File: src/rtl/m90_irq_ctrl.sv
// M90 interrupt controller: edge-captured sources, mask, fixed priority, in-service/EOI, V33 two-pulse INTAK sequencing.
// Optional build macro M90_IRQ_AUTO_EOI_EN: in-service tracking disabled, EOI ignored, no nesting restriction.
module m90_irq_ctrl #(
  parameter logic [7:0] VECTOR_BASE = 8'h60,
  parameter logic [7:0] IO_BASE     = 8'h40
) (
  input  logic        clk,
  input  logic        reset,
  input  logic [2:0]  src,
  input  logic        intak,
  input  logic        io_wr,
  input  logic        io_rd,
  input  logic [7:0]  io_addr,
  input  logic [15:0] io_din,
  output logic [15:0] io_dout,
  output logic        int_req,
  output logic [7:0]  int_vector
);

  localparam logic [1:0] ST_IDLE = 2'd0;
  localparam logic [1:0] ST_ACK1 = 2'd1;
  localparam logic [1:0] ST_GAP  = 2'd2;
  localparam logic [1:0] ST_ACK2 = 2'd3;

  localparam logic [7:0] ADDR_CTRL = IO_BASE;
  localparam logic [7:0] ADDR_PCLR = IO_BASE + 8'd4;
`ifndef M90_IRQ_AUTO_EOI_EN
  localparam logic [7:0] ADDR_EOI  = IO_BASE + 8'd2;
`endif

  logic [1:0] state, state_next;
  logic [2:0] src_q, intak_q_unused_pad;
  logic       io_wr_q, intak_q;
  logic [2:0] pending, in_service, mask;

  logic [2:0] src_rise, allow, eligible, grant, pclr;
  logic [2:0] pending_next, in_service_next;
  logic [2:0] sel_next;
  logic       wr_pulse, intak_rise, spurious, ack_take;
  logic       unused_io_din;

  assign intak_q_unused_pad = 3'b000;
  assign unused_io_din      = ^{io_din[15:3], intak_q_unused_pad};

  assign src_rise   = src & ~src_q;
  assign wr_pulse   = io_wr & ~io_wr_q;
  assign intak_rise = intak & ~intak_q;

  // Nesting: only sources strictly above the highest-priority source in service may interrupt.
  always_comb begin
    // NOTE: every always_comb output gets a default first so no latch is inferred.
    allow = 3'b111;
`ifndef M90_IRQ_AUTO_EOI_EN
    if (in_service[0])      allow = 3'b000;
    else if (in_service[1]) allow = 3'b001;
    else if (in_service[2]) allow = 3'b011;
`endif
  end

  assign eligible = pending & mask & allow;
  assign spurious = ~|eligible;

  always_comb begin
    sel_next = 3'd7;
    if (eligible[0])      sel_next = 3'd0;
    else if (eligible[1]) sel_next = 3'd1;
    else if (eligible[2]) sel_next = 3'd2;
  end

  assign ack_take = (state == ST_IDLE) && intak_rise;
  assign grant    = (ack_take && !spurious) ? (3'b001 << sel_next) : 3'b000;
  assign pclr     = (wr_pulse && io_addr == ADDR_PCLR) ? io_din[2:0] : 3'b000;

  // A new source edge outranks any clear arriving on the same edge.
  assign pending_next = (pending & ~pclr & ~grant) | src_rise;

`ifdef M90_IRQ_AUTO_EOI_EN
  assign in_service_next = 3'b000;
`else
  logic [2:0] eoi_clr;
  assign eoi_clr = (wr_pulse && io_addr == ADDR_EOI) ? (in_service & (~in_service + 3'd1)) : 3'b000;
  assign in_service_next = (in_service & ~eoi_clr) | grant;
`endif

  always_comb begin
    state_next = state;
    case (state)
      ST_IDLE: if (intak_rise) state_next = ST_ACK1;
      ST_ACK1: if (!intak)     state_next = ST_GAP;
      ST_GAP:  if (intak_rise) state_next = ST_ACK2;
      ST_ACK2: if (!intak)     state_next = ST_IDLE;
      default:                 state_next = ST_IDLE;
    endcase
  end

  // NOTE: sequential state uses non-blocking assignments so every flop samples pre-edge values.
  always_ff @(posedge clk) begin
    if (reset) begin
      state      <= ST_IDLE;
      src_q      <= 3'b000;
      io_wr_q    <= 1'b0;
      intak_q    <= 1'b0;
      pending    <= 3'b000;
      in_service <= 3'b000;
      mask       <= 3'b000;
      int_req    <= 1'b0;
      int_vector <= 8'h00;
    end else begin
      state      <= state_next;
      src_q      <= src;
      io_wr_q    <= io_wr;
      intak_q    <= intak;
      pending    <= pending_next;
      in_service <= in_service_next;
      if (wr_pulse && io_addr == ADDR_CTRL) mask <= io_din[2:0];
      int_req    <= (state == ST_IDLE) && !spurious;
      // Vector is frozen for the whole acknowledge so the second INTAK pulse sees the same value.
      if (ack_take)
        int_vector <= VECTOR_BASE + {5'd0, sel_next};
      else if (state_next == ST_IDLE)
        int_vector <= 8'h00;
    end
  end

  always_comb begin
    io_dout = 16'hffff;
    if (io_rd && io_addr == ADDR_CTRL)
      io_dout = {7'd0, in_service, pending, mask};
  end

endmodule

File: config.mk
export PLATFORM = sky130hd
export DESIGN_NAME = m90_irq_ctrl
export DESIGN_NICKNAME = d
export VERILOG_FILES = /design/src/rtl/m90_irq_ctrl.sv
export SDC_FILE = /design/constraint.sdc
export NUM_CORES = 1
export LEC_CHECK = 0
export ABC_AREA = 1
export CAP_MARGIN = 20
export CELL_PAD_IN_SITES_DETAIL_PLACEMENT = 1
export CELL_PAD_IN_SITES_GLOBAL_PLACEMENT = 2
export CORE_ASPECT_RATIO = 0.9
export CORE_MARGIN = 3
export CORE_UTILIZATION = 19
export DETAILED_ROUTE_END_ITERATION = 8
export HOLD_SLACK_MARGIN = 0.08
export PLACE_DENSITY = 0.84
export SETUP_SLACK_MARGIN = 0.2
export SYNTH_ARGS = -nofsm -noshare
export SYNTH_HDL_FRONTEND = slang
export SYNTH_SLANG_ARGS = --single-unit
File: constraint.sdc
create_clock -name clk -period 1.5 [get_ports clk]
set_input_delay 0.15 -clock clk [delete_from_list [all_inputs] [get_ports clk]]
set_output_delay 0.15 -clock clk [all_outputs]
set_load 0.05 [all_outputs]
# ---- Word-level counts from Yosys, hierarchy flattened
# Cells that the tools add are included.
dict set report word_totals {
  reg_bits 25
  latchBits 0
  ramBits 0
  romBits 0
  input_bits 32
  output_inout_bits 25
  word_cells 64
  n_memories 0
}
dict set report classes {
  addsub 2
  n_mul 0
  div_mod_pow 0
  n_lt_le_gt_ge 0
  n_eq_ne 6
  shift 1
  n_mux 17
  bitwise 18
  reduce_logical 11
}
# operator n
set ops {}
lappend ops {{$mux W3} 9}
lappend ops {{$eq A8 B7 Y1 const B} 3}
lappend ops {{$and A3 B3 Y3} 7}
lappend ops {{$mux W16} 1}
lappend ops {{$mux W8} 2}
lappend ops {{$not A3 Y3} 5}
lappend ops {{$add A7 B3 Y8 const A} 1}
lappend ops {{$mux W2} 4}
lappend ops {{$pmux W2 S4} 1}
lappend ops {{$logic_and A1 B1 Y1} 7}
lappend ops {{$or A3 B3 Y3} 2}
lappend ops {{$eq A2 B2 Y1 const B} 2}
lappend ops {{$logic_not A2 Y1} 2}
lappend ops {{$add A3 B1 Y3 const B} 1}
lappend ops {{$reduce_or A3 Y1} 1}
lappend ops {{$shl A1 B3 Y3 const A} 1}
lappend ops {{$and A1 B1 Y1} 2}
lappend ops {{$eq A2 B1 Y1 const B} 1}
lappend ops {{$not A1 Y1} 2}
lappend ops {{$reduce_bool A2 Y1} 1}

# ---- Depth between registers and ports, before layout
dict set report depth {
  word_depth 12
  ltp_mapped 7
  mapped_depth_nobuf 7
}

# ---- Least setup slack after synthesis
# No wires, ideal clock.
dict set report synth_path {
  kind {input to output}
  start {in io_addr[4]}
  end {out io_dout[0]}
  arrival_ns 1.267
  required_ns 1.350
  path_slack_ns 0.083
  stages 5
  n_path_buf 0
  cell_sequence {nor2_1 nand3_2 nor2_2 nand2_2 or2_1}
}
dict set report synth_between {
  elab_chain_cells 3
}
# element line_no
set synth_lines {}
lappend synth_lines {{from (decl)} 13} ;# input logic [7:0] io_addr,
lappend synth_lines {{$eq A8 B7 Y1} 127} ;# if (io_rd && io_addr == ADDR_CTRL)
lappend synth_lines {{$logic_and A1 B1 Y1} 127}
lappend synth_lines {{$mux W16} 127}
lappend synth_lines {{to (decl)} 15} ;# output logic [15:0] io_dout,
# Every way passes these cells.

# ---- Worst setup path after layout
dict set report layout_path {
  start {in io_addr[2]}
  end {out io_dout[3]}
}
# Same word-level chain as after synthesis.

==> results.txt <==
grt total ovfl: 0
First-pass DRT Iterations: 4
FMAX: 787 MHz
crit path DAT: 1.12 ns
CTS Sinks: 21
P_int: 858 uW
average size of a mapped cell: 6.62 um2
CTS root buffer: clkbuf_8
DRT Wirelength: 2890 um
Initial Util: 0.200
GPL Wtd Cong: 0.716
Final min period: 1.27 ns
buffers added on ports: 40
Antenna Violating Nets Remaining: 0
post-DR wirelength/cell: 10.5 um
Lkg Pwr: 0.774 nW
max_cap viols: 0
Startpoint Class: input port
Core Box Area: 5350 um2
VDD IR max: 0.317 mV
logic gate share of total power: 0.187
largest net degree at the start of global routing: 13
Seq cells post-synth: 21
clock power share: 0.315
detailed placement HPWL: 2380 um
R2R depth: 7
YS warnings: 0
FF-to-FF End: pending[1]$_SDFF_PP0_
Flop pwr share: 0.498
Hold WC Path Type: input port to flip-flop
wire length on met3: 143 um
Sw Pwr: 343 uW
Max Clock Skew: 0.00613 ns
Required @ worst endpoint: 1.35 ns
Switching Fraction: 0.285
Detailed Route Iter0 Violations: 26
part of the cycle the worst path needs: 0.847
initial antenna violation count: 0
critical path type: input port to output port
Tot GR Track Use: 0.0909
Hold Path Sink: in_service[1]$_SDFF_PP0_
Yosys cell types: 19
sequential share of the synthesized area: 0.392
worst hold start: io_addr[7]
Final Hold Fails: 0
setup tns final: 0 ns
Inserted Diodes: 0
Die Area: 6580 um2
vias in the first global route: 1,096
CTS tree: done
I/O Pins: 57
Fin Hold WS: 0.358 ns
WL met2: 1300 um
final setup fails: 0
CTS Buffer Depth: 2
top layer used by detailed routing: met4
commonest non-fill, non-tap cells in the layout: nand2_1 (34), buf_4 (27), inv_1 (26), nor2_1 (23), dfxtp_1 (21)
DRC Markers: 0
area grow syn2layout: 49.7%
cells after synthesis: 162
clock latency at the later pin of the worst-skew pair: 0.26 ns
row cnt: 25
layout cells sized above 1: 0.319
Die Ht: 77.3 um
worst hold path depth: 7
Via Count: 1,064
CP max FO: 8
unrepaired setup endpoints after global routing: true
first-pass GRT wire length: 4840 um
CTS Hold Bufs: 0
outcome: complete, no violations
Num CTS Buffers: 3
M1 WL: 1400 um
Reg-to-Reg Start: pending[0]$_SDFF_PP0_
NumNets Final: 240
number of H-tree levels: 1
reg-to-reg setup timing slack: 0.35 ns
fin. max-slew vios: 0
clock-pin slew on the worst setup and hold paths: 0.08 ns
most common cell after layout, fill and taps aside: nand2_1
mapped cell area: 1070 um2
Worst Setup End Kind: output port
Die W: 85.2 um
routed vias/inst: 3.88
pwr dens: 748 nW/um2
-- Yosys cell counts (all sizes together) --
library cell,instances,share of area
inv,28,0.098
conb,1,0.0035
nor3,2,0.020
a21oi,8,0.037
nand4,1,0.0058
nand3,12,0.065
or2,7,0.043
nand2,38,0.14
buf,11,0.075
dfxtp,21,0.39
nor2,28,0.10
clkbuf,1,0.0035
o21ai,4,0.019
-- cells by family after synthesis --
family                 share of synthesized area
and+or+nand+nor                            0.372
buffers and inverters                      0.176
DFF                                        0.392
AOI/OAI and AO/OA                         0.0560
other                                    0.00350
-- power groups by stage --
stage	Sequential [mW]	Combinational, mW	Clock (mW)
floorplan	0.637	0.109	0
global placement	0.611	0.221	0
detailed placement	0.612	0.224	0
CTS	0.599	0.227	0.400
global route	0.603	0.248	0.422
finish	0.598	0.225	0.378
-- metal layers --
metal | global-route usage | vias to the layer above
met2 | 0.138 | 27
met5 | 0 | -
li1 | - | 563
met3 | 0.0183 | 4
met4 | 0.0332 | 0
met1 | 0.126 | 470
-- worst max-delay path: stages --
cell and delay, ns:
buf_2 0.10, or2_4 0.25, nor2_4 0.12, nand2_4 0.09
or2_4 0.25, buf_8 0.15
-- sequential cells by signal, indices dropped and copies added (netlist names) --
name,flops
in_service,3
int_req,1
int_vector,4
intak_q,1
io_wr_q,1
mask,3
pending,3
src_q,3
state,2
-- stage by stage --
step	setup WS, ns	total power [mW]	instances	util	area, um2
2_1_floorplan	0.255	0.746	164	-	1110
3_3_place_gp	-0.150	0.832	266	0.281	1510
3_5_place_dp	-0.174	0.836	266	0.281	1510
4_1_cts	0.202	1.23	273	0.298	1590
5_1_grt	0.174	1.27	274	0.300	1610
6_report	0.230	1.20	274	0.300	1610
-- what timing repair did --
action	in CTS	in global routing
pin swaps	8	4
hold endpoints to repair	0	0
setup buffers	3	1
setup endpoints to repair	19	9
resized for setup	48	2
-- how the worst max path moves through the flow --
| stage | from | to | cells after the start | slack (ns) |
|---|---|---|---|---|
| floorplan | io_addr[4] | io_dout[4] | 6 | 0.25 |
| finish | io_addr[2] | io_dout[3] | 6 | 0.23 |
| CTS | io_addr[1] | io_dout[3] | 7 | 0.20 |
| global placement | io_addr[6] | io_dout[3] | 8 | -0.15 |
| global route | state[1]$_SDFF_PP0_ | pending[2]$_SDFF_PP0_ | 6 | 0.17 |
| detailed placement | io_addr[3] | io_dout[3] | 6 | -0.17 |
-- layout make-up --
type | instances | area (um2)
clock buffers | 3 | 41.3
clock inverters | 1 | 5.00
fillers | 669 | 3740
inverters | 28 | 105
multi-input cells | 103 | 520
flip-flops and latches | 21 | 420
well taps | 67 | 83.8
repair buffers | 51 | 429
(Power assumes the default switching activity.)
